File: config.mk
export PLATFORM = sky130hd
export DESIGN_NAME = axis_escape_encoder
export DESIGN_NICKNAME = d
export VERILOG_FILES = /design/src/rtl/axis_escape_encoder.sv
export SDC_FILE = /design/constraint.sdc
export NUM_CORES = 1
export LEC_CHECK = 0
export BUFFER_PORTS_ARGS = -buffer_cell sky130_fd_sc_hd__clkbuf_2
export CORE_MARGIN = 3
export CORE_UTILIZATION = 50
export DETAILED_ROUTE_END_ITERATION = 10
export GPL_ROUTABILITY_DRIVEN = 0
export GPL_TIMING_DRIVEN = 0
export HOLD_SLACK_MARGIN = 0.05
export PLACE_DENSITY = 0.74
export SETUP_SLACK_MARGIN = 0.2
export SYNTH_ARGS = -nofsm -noshare
export SYNTH_HDL_FRONTEND = slang
export SYNTH_SLANG_ARGS = --single-unit
export TNS_END_PERCENT = 50
File: constraint.sdc
create_clock -name aclk -period 1.9 [get_ports aclk]
set_input_delay 0.19 -clock aclk [delete_from_list [all_inputs] [get_ports aclk]]
set_output_delay 0.19 -clock aclk [all_outputs]
set_load 0.03 [all_outputs]
File: src/rtl/axis_escape_encoder.sv
// AXI-Stream byte-stuffing encoder: reserved beats become ESCAPE_SYMBOL + (beat ^ XOR_MASK).
// Optional statistics counters are built when ESC_STATS_EN is defined.
module axis_escape_encoder #(
    parameter int unsigned DATA_WIDTH = 8,
    parameter logic [DATA_WIDTH-1:0] ESCAPE_SYMBOL = 8'hE5,
    parameter int unsigned NUM_RESERVED = 1,
    parameter logic [NUM_RESERVED*DATA_WIDTH-1:0] RESERVED_SYMBOLS = 8'hD5,
    parameter logic [DATA_WIDTH-1:0] XOR_MASK = 8'h00
) (
    input  logic                  aclk,
    input  logic                  areset,
    input  logic [DATA_WIDTH-1:0] s_axis_tdata,
    input  logic                  s_axis_tvalid,
    output logic                  s_axis_tready,
    input  logic                  s_axis_tlast,
    output logic [DATA_WIDTH-1:0] m_axis_tdata,
    output logic                  m_axis_tvalid,
    input  logic                  m_axis_tready,
    output logic                  m_axis_tlast
`ifdef ESC_STATS_EN
    ,
    output logic [31:0]           stat_escapes,
    output logic [31:0]           stat_frames
`endif
);

    typedef enum logic [0:0] {
        ST_PASS   = 1'b0,
        ST_SECOND = 1'b1
    } state_t;

    state_t                  state_q, state_d;
    logic [DATA_WIDTH-1:0]   data_q, data_d;
    logic                    last_q, last_d;
    logic                    valid_q, valid_d;
    logic [DATA_WIDTH-1:0]   hold_data_q, hold_data_d;
    logic                    hold_last_q, hold_last_d;

    logic is_rsvd;
    logic slot_free;
    logic in_hs;

    always_comb begin
        is_rsvd = (s_axis_tdata == ESCAPE_SYMBOL);
        for (int i = 0; i < int'(NUM_RESERVED); i++) begin
            if (s_axis_tdata == RESERVED_SYMBOLS[i*DATA_WIDTH +: DATA_WIDTH]) begin
                is_rsvd = 1'b1;
            end
        end
    end

    assign slot_free     = !valid_q || m_axis_tready;
    assign s_axis_tready = !areset && (state_q == ST_PASS) && slot_free;
    assign in_hs         = s_axis_tvalid && s_axis_tready;

    always_comb begin
        state_d     = state_q;
        data_d      = data_q;
        last_d      = last_q;
        valid_d     = valid_q;
        hold_data_d = hold_data_q;
        hold_last_d = hold_last_q;
        unique case (state_q)
            ST_PASS: begin
                if (in_hs) begin
                    valid_d = 1'b1;
                    if (is_rsvd) begin
                        data_d      = ESCAPE_SYMBOL;
                        last_d      = 1'b0;
                        hold_data_d = s_axis_tdata ^ XOR_MASK;
                        hold_last_d = s_axis_tlast;
                        state_d     = ST_SECOND;
                    end else begin
                        data_d = s_axis_tdata;
                        last_d = s_axis_tlast;
                    end
                end else if (slot_free) begin
                    valid_d = 1'b0;
                end
            end
            ST_SECOND: begin
                // Escape beat stays valid until taken; then the held beat follows.
                if (m_axis_tready) begin
                    data_d  = hold_data_q;
                    last_d  = hold_last_q;
                    valid_d = 1'b1;
                    state_d = ST_PASS;
                end
            end
            default: state_d = ST_PASS;
        endcase
    end

    always_ff @(posedge aclk) begin
        if (areset) begin
            state_q     <= ST_PASS;
            data_q      <= '0;
            last_q      <= 1'b0;
            valid_q     <= 1'b0;
            hold_data_q <= '0;
            hold_last_q <= 1'b0;
        end else begin
            state_q     <= state_d;
            data_q      <= data_d;
            last_q      <= last_d;
            valid_q     <= valid_d;
            hold_data_q <= hold_data_d;
            hold_last_q <= hold_last_d;
        end
    end

    assign m_axis_tdata  = data_q;
    assign m_axis_tvalid = valid_q;
    assign m_axis_tlast  = last_q;

`ifdef ESC_STATS_EN
    logic [31:0] esc_cnt_q, esc_cnt_d;
    logic [31:0] frm_cnt_q, frm_cnt_d;
    logic        esc_load;
    logic        frm_done;

    assign esc_load = (state_q == ST_PASS) && in_hs && is_rsvd;
    assign frm_done = valid_q && m_axis_tready && last_q;

    always_comb begin
        esc_cnt_d = esc_cnt_q;
        frm_cnt_d = frm_cnt_q;
        if (esc_load && (esc_cnt_q != 32'hFFFF_FFFF)) begin
            esc_cnt_d = esc_cnt_q + 32'd1;
        end
        if (frm_done && (frm_cnt_q != 32'hFFFF_FFFF)) begin
            frm_cnt_d = frm_cnt_q + 32'd1;
        end
    end

    always_ff @(posedge aclk) begin
        if (areset) begin
            esc_cnt_q <= '0;
            frm_cnt_q <= '0;
        end else begin
            esc_cnt_q <= esc_cnt_d;
            frm_cnt_q <= frm_cnt_d;
        end
    end

    assign stat_escapes = esc_cnt_q;
    assign stat_frames  = frm_cnt_q;
`endif

endmodule

==> flow_summary_export.csv, run 1 <==
group,metric,value,unit
synthesis,synth_top_flop_cell,"sky130_fd_sc_hd__dfxtp_1",
grt,global_route.overflow_total,0,
run_status,status,"finished clean",
layout,fillerInstances,152,
grt,grt_pass1_wl,3256,um
worst_hold_path,min_path_type,"in2reg",
cts,worst_skew_pair.late_latency,0.30,ns
setup_path,cpPeakStageDelay,0.33,ns
synthesis,yosys_register_bits,20,
synthesis,yosysUniqueCellTypes,32,
timing,worstMarginPinSlew,0.4880,ns
timing,worst_slew_margin_rel,67.47,%
die,initial_cell_density_of_the_core,56.83,%
synthesis,post_synthesis_sequential_area_ratio,43.72,%
timing,post-route-min-period,1.575,ns
grt,grt_use_total,17.39,%
cts,post-cts-setup-buffers,0,
die,core_outline_area,1612,sq um
routing,num_vias,819,
grt,maximum_number_of_pins_on_one_net_before_global_route_repair,13,
synthesis,synthTopCellsByArea,"sky130_fd_sc_hd__dfxtp_1, sky130_fd_sc_hd__mux2i_1, sky130_fd_sc_hd__a211oi_1",
die,pin_count,24,
layout,syn_to_final_growth,22.68,%
cts,cts_inserted_buffers,3,
routing,route.detailed.drc,0,
placed_design,post_detailed_placement_half_perimeter_wirelength,1479,um
synthesis,synth.cell_area,915.9,sq um
routing,post_drt_via_cell_ratio,5.388,
timing,timing.final.setup_violations,0,
timing,timing.final.hold_violations,0,
synthesis,synth_async_sr_flop_share,0,%
layout,number_of_antenna_diodes,0,
synthesis,yosysMostFrequentCell,"sky130_fd_sc_hd__dfxtp_1",
setup_path,cp_num_buf_inv,3,
die,floorplan.rows,14,
timing,slew_violations,0,
setup_path,worstSetupEndpointType,"output pin",
synthesis,synth_warnings,0,
cts,ctsRootBufferMaster,"sky130_fd_sc_hd__clkbuf_4",
power,overall_power,0.0009226,W
cts,cts_resized,0,
synthesis,synthesized_netlist_cell_count,101,
setup_path,critical_path.max_fanout,10,
setup_path,crit_slowest_cell,"sky130_fd_sc_hd__dfxtp_1",
grt,grt_antenna_before_repair,0,
layout,layout-drive-gt1-share,25.78,%
cts,cts-htree-levels,1,
synthesis,synthDominantCellAreaShare,43.72,%
setup_path,cp_data_required_time,1.71,ns
timing,fin_crit_sh,82.92,%
power,power_per_cell_area,821.1,nW/um^2
layout,final_core_utilization,69.72,%
timing,clock-skew-final,0.001338,ns
layout,nets,142,
synthesis,synth_edf_count,0,
setup_path,r2r_setup_slack,0.33,ns
timing,fmaxAchievable,0.6348,GHz
routing,dr.pass1.iters,4,
synthesis,synth.top_cells.by_count,"sky130_fd_sc_hd__dfxtp_1, sky130_fd_sc_hd__nor2_1, sky130_fd_sc_hd__inv_1, sky130_fd_sc_hd__a211oi_1, sky130_fd_sc_hd__a21oi_1",
setup_path,cp_data_arrival_time,1.39,ns
synthesis,yosysTopAreaCell,"sky130_fd_sc_hd__dfxtp_1",
routing,route.antenna.remaining_nets,0,
grt,first_global_vias,736,
cts,clock_tree.buffer_depth,2,
setup_path,critical_path_start_end_classification,"reg2out",
synthesis,synth.net_count,114,
run,cap_viol_max_count,0,
routing,postRouteWirelength,1913,um
synthesis,average_cell_area_after_synthesis,9.068,sq um
routing,drt_first_iter_violations,31,
cts,clk_pin_slew_worst_paths,0.11,ns
timing,rsz0062_at_grt,"false",
timing,setup_tns,0,ns
setup_path,crit_family,"buffers and inverters",
cts,cts_hold_repair.buffers,0,
power,vdd.ir_drop.worst,0.4356,mV
setup_path,cell_chain_of_the_critical_path,"clkbuf_1 -> clkbuf_4 -> nor3_2 -> buf_4",
die,die-area,2381,sq um
placed_design,portBuffers,23,
setup_path,worstSetupStartpointType,"flop",
power,cellLeakagePower,0.4460,nW
die,chipWidth,48.80,um
cts,tritoncts_num_sinks,20,
cts,tritoncts_clock_tree,"built",
die,die_y,48.80,um
routing,detail_route.wl_per_cell,12.59,um
[per-stage QoR]
stage               area (sq um)  worst slack [ns]  std cells  hold slack [ns]
finish                      1124            0.3246        152           0.1461
global route                1124            0.2079        152           0.1491
CTS                         1114            0.2483        152           0.1392
detailed placement          1061            0.3796        148           0.4362
global placement            1061            0.3892        148           0.4332
floorplan                  915.9            0.3746        101           0.2928
[power breakdown]
group	switching (W)	total, W	internal [W]
logic	0.0000862	0.000134	0.0000476
registers	0.00000747	0.000442	0.000435
clock network	0.000134	0.000347	0.000213
[layer usage]
layer  vias up  share of wire, %  global-route usage (%)
li1        424                 -                       -
met5         -                 0                       0
met2        24                45                   26.92
met4         0              0.73                   7.109
met3         2               5.6                   1.835
met1       369                48                   24.48
[worst register-to-register path, cell delays in order (launching register included)]
cell                       delay, ns
sky130_fd_sc_hd__dfxtp_1        0.32
sky130_fd_sc_hd__clkbuf_1       0.15
sky130_fd_sc_hd__inv_1          0.14
sky130_fd_sc_hd__nand3_1        0.14
sky130_fd_sc_hd__or3_1          0.40
sky130_fd_sc_hd__buf_2          0.17
sky130_fd_sc_hd__and3b_1        0.17
[layout make-up]
type / instances / area [sq um] / area share [%]
sequential: 20 / 400.4 / 35.63
multi-input combinational: 67 / 464.2 / 41.31
clock buffer: 3 / 22.52 / 2.004
inverter: 8 / 30.03 / 2.673
clock inverter: 1 / 30.03 / 2.673
buffer: 6 / 28.78 / 2.561
tap: 24 / 30.03 / 2.673
timing repair buffer: 23 / 117.6 / 10.47
[final timing paths]
kind | start | endpoint | cells after the start
worst min register to register | hold_data_q[0]$_SDFFE_PP0P_ | hold_data_q[0]$_SDFFE_PP0P_ | 2
worst min-delay path | s_axis_tdata[4] | hold_data_q[5]$_SDFFE_PP0P_ | 2
worst max-delay path | state_q$_SDFF_PP0_ | s_axis_tready | 4
worst max register to register | state_q$_SDFF_PP0_ | hold_data_q[3]$_SDFFE_PP0P_ | 6
[state kept, by name, summed over array words and instances, names as in the netlist]
register and count:
state_q 1, m_axis_tvalid 1, hold_last_q 1, m_axis_tlast 1, hold_data_q 8, m_axis_tdata 8
[cell usage in the layout, fill, tap and decap left out, drive strengths merged]
cell,instances
buf,3
a211oi,7
nor2b,2
nand3b,2
o21bai,1
nor3,2
or3,1
clkbuf,29
and3b,2
dfxtp,20
a21oi,7
o211ai,1
a41o,1
or2,1
mux2i,6
a31oi,1
a32oi,1
nand4b,2
inv,8
xnor2,1
nor2,10
a211o,1
o31ai,3
o21a,1
o21ai,4
nand2b,5
a221oi,2
nand2,1
and3,1
bufinv,1
nand3,1
[cell families (layout without fill, tap and decap cells)]
logic type | count (synthesis) | after routing | share of synthesized area (%)
xor gates and xnor gates | 1 | 1 | 0.9565
and+or+nand+nor | 30 | 30 | 20.36
buffers and inverters | 14 | 41 | 6.147
DFF | 20 | 20 | 43.72
AOI/OAI and AO/OA | 30 | 30 | 22.27
muxes | 6 | 6 | 6.558
Power figures use the tool's default switching activity.
==> inputs of run 2 (changes only) <==
CORE_UTILIZATION = 45   (was 50)
PLACE_DENSITY = 0.7   (was 0.74)
clock period = 1.3 ns   (was 1.9 ns; I/O delays follow)
==> run 2 against run 1 <==
Against the previous run:
- the run now ends with setup timing left
- worst hold slack worse by 0.046 ns
- sequential share of layout area decreased by 6.8 points
- sequential power is 48% higher
- clock-buffer cell count grew 1
- flip-flop and latch count stayed put
- wire length is 32% higher
- register-to-register slack worse by 0.35 ns
- core utilization increased by 7.5 points
- via count rose by 13%
- critical path type is now reg2reg
- critical endpoint is now m_axis_tdata[0]$_SDFFE_PP0P_
==> flow_summary_export.csv, run 2 (synthesized netlist as in run 1, its figures left out) <==
group,metric,value,unit
run_status,status,"complete, but fails checks",
run_status,violated_checks,"setup timing",
timing,setup_tns,-0.04225,ns
timing,fin_crit_sh,101.8,%
grt,grt_antenna_before_repair,0,
die,core_outline_area,1821,sq um
grt,maximum_number_of_pins_on_one_net_before_global_route_repair,12,
setup_path,crit_family,"buffers and inverters",
grt,global_route.overflow_total,0,
timing,slew_violations,0,
layout,nets,152,
timing,timing.final.setup_violations,5,
routing,drt_first_iter_violations,22,
setup_path,cp_num_buf_inv,4,
grt,first_global_vias,811,
cts,worst_skew_pair.late_latency,0.30,ns
placed_design,numPlacedInstances,149,
timing,rsz0062_at_grt,"true",
routing,route.detailed.drc,0,
timing,fmaxAchievable,0.7556,GHz
power,clkPwrFrac,28.0,%
layout,final_core_utilization,77.18,%
placed_design,portBuffers,23,
cts,ctsRootBufferMaster,"sky130_fd_sc_hd__clkbuf_4",
routing,postRouteWirelength,2526,um
layout,layout-drive-gt1-share,51.45,%
cts,cts_inserted_buffers,3,
die,initial_cell_density_of_the_core,50.31,%
grt,grt_use_total,18.11,%
timing,worst_slew_margin_rel,58.62,%
cts,tritoncts_clock_tree,"built",
setup_path,worstSetupEndpointType,"flop",
setup_path,cp_common_cell,"sky130_fd_sc_hd__buf_6",
die,pin_count,24,
power,power_report.internal_total,0.0009152,W
placed_design,preCtsSetupSlack,-0.1696,ns
layout,syn_to_final_growth,53.42,%
power,cellLeakagePower,0.5546,nW
die,floorplan.rows,15,
die,die-area,2613,sq um
timing,post-route-min-period,1.323,ns
timing,worstMarginPinSlew,0.6207,ns
setup_path,worstSetupStartpointType,"flop",
routing,post_drt_via_cell_ratio,5.699,
power,power.share.sequential,51.0,%
cts,tritoncts_num_sinks,20,
layout,instances_no_fill,163,
layout,number_of_antenna_diodes,0,
power,power_per_cell_area,914.5,nW/um^2
grt,grt_pass1_wl,3525,um
routing,dr.pass1.iters,4,
routing,route.antenna.remaining_nets,0,
routing,detail_route.wl_per_cell,15.50,um
timing,setup_ws,-0.02349,ns
run,cap_viol_max_count,0,
cts,clk_pin_slew_worst_paths,0.11,ns
layout,final_common_cell,"sky130_fd_sc_hd__clkbuf_2",
setup_path,cpPeakStageDelay,0.34,ns
die,die_y,51.12,um
setup_path,critical_path_start_end_classification,"reg2reg",
power,share_comb_of_total_power,21.0,%
power,power.switching,0.0003698,W
power,p_sw_share,28.78,%
setup_path,cell_chain_of_the_critical_path,"buf_8 -> buf_6 -> buf_6 -> o21a_4 -> buf_6 -> nor2_1 -> a211oi_1",
layout,layout.cells.most_common_list,"sky130_fd_sc_hd__clkbuf_2, sky130_fd_sc_hd__dfxtp_1, sky130_fd_sc_hd__inv_1, sky130_fd_sc_hd__a21oi_1",
cts,clock_tree.buffer_depth,2,
die,chipWidth,51.12,um
setup_path,cp_data_arrival_time,1.49,ns
setup_path,critical_path.max_fanout,5,
setup_path,cp_data_required_time,1.47,ns
timing,timing.final.hold_violations,0,
cts,cts-htree-levels,1,
placed_design,post_detailed_placement_half_perimeter_wirelength,1598,um
routing,num_vias,929,
setup_path,crit_slowest_cell,"sky130_fd_sc_hd__dfxtp_2",
power,vdd.ir_drop.worst,0.6558,mV
timing,clock-skew-final,0.002932,ns
worst_hold_path,min_path_type,"in2reg",
run 2: cell count changes in the layout (fill, tap and decap cells not counted), sizes merged:
cell / change
buf: +12
bufinv: -1
clkbuf: -1
run 2: final cells by class:
cell class / count / area [sq um]
buffer: 6 / 65.06
clock buffer: 4 / 36.28
fill: 126 / 415.4
inverter: 8 / 32.53
multi-input combinational: 67 / 620.6
sequential: 20 / 405.4
tap: 25 / 31.28
timing repair buffer: 33 / 214.0
run 2: final timing paths:
kind / from / endpoint / slack, ns / depth (start not counted)
setup reg to reg: state_q$_SDFF_PP0_ / m_axis_tdata[0]$_SDFFE_PP0P_ / -0.02 / 7
setup / recovery: state_q$_SDFF_PP0_ / m_axis_tdata[0]$_SDFFE_PP0P_ / -0.02 / 7
hold / removal: s_axis_tdata[4] / hold_data_q[5]$_SDFFE_PP0P_ / 0.1 / 2
hold reg to reg: hold_data_q[7]$_SDFFE_PP0P_ / hold_data_q[7]$_SDFFE_PP0P_ / 0.45 / 2
run 2: per-layer routing:
metal / up-vias / global-route usage [%] / share of wire [%]
met1: 451 / 24.14 / 44
li1: 439 / - / -
met3: 4 / 3.207 / 6.2
met5: - / 0 / 0
met2: 35 / 28.33 / 48
met4: 0 / 8.072 / 0.99
run 2: through the flow:
step | total power, W | area [sq um] | hold slack, ns
final | 0.001285 | 1405 | 0.09996
after detailed placement | 0.0008623 | 1104 | 0.4096
after CTS | 0.001247 | 1270 | 0.08477
after floorplan | 0.0007892 | 957.2 | 0.2328
after global placement | 0.0008584 | 1104 | 0.4058
after global routing | 0.001342 | 1405 | 0.1053
run 2: timing repair:
item,in CTS,in global routing
resized for setup,17,30
endpoints found under the setup margin,20,21
cloned,1,0
setup buffers,7,2
pin swaps,7,6
hold buffers,0,0
run 2: power groups by stage:
stage / combinational (W) / sequential [W] / clock (W)
after floorplan: 0.0000854 / 0.000704 / 0
after global placement: 0.000198 / 0.000660 / 0
after detailed placement: 0.000200 / 0.000662 / 0
after CTS: 0.000228 / 0.000651 / 0.000368
after global routing: 0.000286 / 0.000658 / 0.000398
final: 0.000270 / 0.000655 / 0.000360
==> inputs of run 3 (changes only) <==
CORE_ASPECT_RATIO = 1.25   (was unset)
CORE_MARGIN = 2   (was 3)
==> run 3 against run 2 <==
Against the previous run:
- the flow still finishes with violations (setup timing)
- die area fell by 7.6%
- clock-buffer cell count down 1
- global-route usage down 0.22 points
- clock power fell by 18%
- critical path depth is 1 lower
- worst hold slack got worse by 0.0021 ns
- critical path type unchanged
- critical endpoint is now hold_data_q[1]$_SDFFE_PP0P_
- largest cell class unchanged
- highest routed layer unchanged
==> flow_summary_export.csv, run 3 (synthesized netlist as in run 1, its figures left out) <==
group,metric,value,unit
grt,grt_busiest_layer,"met2",
timing,timing.final.hold_violations,0,
layout,final_core_utilization,61.94,%
die,floorplan.rows,18,
timing,timing.final.setup_violations,4,
setup_path,worstSetupEndpointType,"flop",
timing,fmaxAchievable,0.7419,GHz
power,overall_power,0.001162,W
timing,setup_ws,-0.04791,ns
die,core_outline_area,1959,sq um
power,power_per_cell_area,957.7,nW/um^2
cts,worst_skew_pair.late_latency,0.30,ns
layout,layout.cells.most_common_list,"sky130_fd_sc_hd__clkbuf_2, sky130_fd_sc_hd__dfxtp_1, sky130_fd_sc_hd__nor2_1",
setup_path,crit_slowest_cell,"sky130_fd_sc_hd__or3_1",
run,cap_viol_max_count,0,
grt,grt_use_total,17.89,%
setup_path,cell_chain_of_the_critical_path,"buf_8 -> inv_6 -> nand3_4 -> or3_1 -> buf_6 -> and3b_1",
routing,post_drt_via_cell_ratio,5.539,
layout,final_common_cell,"sky130_fd_sc_hd__clkbuf_2",
timing,setup_tns,-0.1454,ns
routing,detail_route.wl_per_cell,13.82,um
placed_design,post_detailed_placement_half_perimeter_wirelength,1525,um
cts,cts-htree-levels,1,
die,chipWidth,44.35,um
worst_hold_path,min_path_type,"in2reg",
grt,grt.met2_usage,32.84,%
setup_path,worstSetupStartpointType,"flop",
layout,fillerInstances,181,
timing,worstMarginPinSlew,0.5140,ns
grt,grt_pass1_wl,3153,um
grt,maximum_number_of_pins_on_one_net_before_global_route_repair,11,
timing,clock-skew-final,0.0009731,ns
cts,tritoncts_num_sinks,20,
grt,first_global_vias,753,
routing,postRouteWirelength,2100,um
setup_path,cp_data_required_time,1.50,ns
grt,global_route.overflow_total,0,
grt,grt_antenna_before_repair,0,
die,die_y,54.44,um
die,pin_count,24,
layout,syn_to_final_growth,32.51,%
routing,route.antenna.remaining_nets,0,
routing,dr.pass1.iters,4,
timing,post-route-min-period,1.348,ns
timing,fin_crit_sh,103.7,%
cts,clock_tree.buffer_depth,2,
grt,grt_util_met1,20.44,%
power,vdd.ir_drop.worst,0.9252,mV
layout,layout-drive-gt1-share,36.36,%
timing,worst_slew_margin_rel,65.74,%
setup_path,critical_path.max_fanout,7,
die,die-area,2414,sq um
setup_path,critical_path_start_end_classification,"reg2reg",
run_status,violated_checks,"setup timing",
power,cellLeakagePower,0.4843,nW
run_status,status,"complete, but fails checks",
setup_path,cp_num_buf_inv,3,
cts,cts_inserted_buffers,3,
cts,ctsRootBufferMaster,"sky130_fd_sc_hd__clkbuf_4",
grt,use_met3,2.310,%
layout,nets,147,
die,initial_cell_density_of_the_core,46.74,%
routing,drt_first_iter_violations,16,
cts,tritoncts_clock_tree,"built",
layout,regArea,402.9,sq um
timing,rsz0062_at_grt,"true",
setup_path,cp_data_arrival_time,1.55,ns
timing,slew_violations,0,
placed_design,portBuffers,23,
setup_path,cpPeakStageDelay,0.38,ns
layout,number_of_antenna_diodes,0,
cts,clk_pin_slew_worst_paths,0.11,ns
routing,num_vias,842,
layout,multiInputGateArea,509.2,sq um
setup_path,crit_family,"simple AND/OR/NAND/NOR gates",
routing,route.detailed.drc,0,
## run 3: cell count changes in the layout (fill, tap and decap cells not counted), moves of 4 or more
cell,previous run,this run
sky130_fd_sc_hd__a211oi_2,6,1
sky130_fd_sc_hd__nor2_1,3,10
sky130_fd_sc_hd__nor2_4,5,0
sky130_fd_sc_hd__a211oi_1,1,6
sky130_fd_sc_hd__buf_6,6,2
## run 3: path summary, 6_finish.rpt
check	end	depth (start not counted)	startpoint	slack [ns]
worst min register to register	hold_data_q[7]$_SDFFE_PP0P_	2	hold_data_q[7]$_SDFFE_PP0P_	0.45
worst max register to register	hold_data_q[1]$_SDFFE_PP0P_	6	state_q$_SDFF_PP0_	-0.05
worst min-delay path	hold_data_q[5]$_SDFFE_PP0P_	2	s_axis_tdata[4]	0.1
worst max-delay path	hold_data_q[1]$_SDFFE_PP0P_	6	state_q$_SDFF_PP0_	-0.05
## run 3: cell type report
cell class                      instances  share of cell area, %
Multi-Input combinational cell         67                  41.96
Sequential cell                        20                  33.20
Timing Repair Buffer                   28                  13.09
Buffer                                  6                  4.948
Inverter                                8                  2.887
Clock buffer                            3                  1.856
Tap cell                               20                  2.062
## run 3: what timing repair did
item	4_1_cts	5_1_grt
setup endpoints to repair	20	21
gates resized for setup	7	9
cloned	0	1
endpoints found under the hold margin	0	0
pin swaps	1	4
setup buffers	1	3
hold buffers	0	0
## run 3: power by group
group | total [W] | internal (W) | switching (W)
Combinational | 0.000221 | 0.0000857 | 0.000135
Clock | 0.000295 | 0.000108 | 0.000187
Sequential | 0.000647 | 0.000635 | 0.0000115
Total | 0.00116 | 0.000829 | 0.000333
## run 3: metal layers
layer  vias up  part of all wire (%)
met5         -                     0
met1       393                    42
met4         0                   1.8
met3         4                   3.7
met2        19                    52
li1        426                     -
## run 3: through the flow
step	area (sq um)	hold slack (ns)	setup WS [ns]	std cells
6_report	1214	0.09784	-0.04791	152
5_1_grt	1214	0.1052	-0.08863	152
3_5_place_dp	1097	0.4223	-0.1396	144
2_1_floorplan	957.2	0.2328	0.02041	101
4_1_cts	1155	0.09407	-0.04516	148
3_3_place_gp	1097	0.4141	-0.1376	144
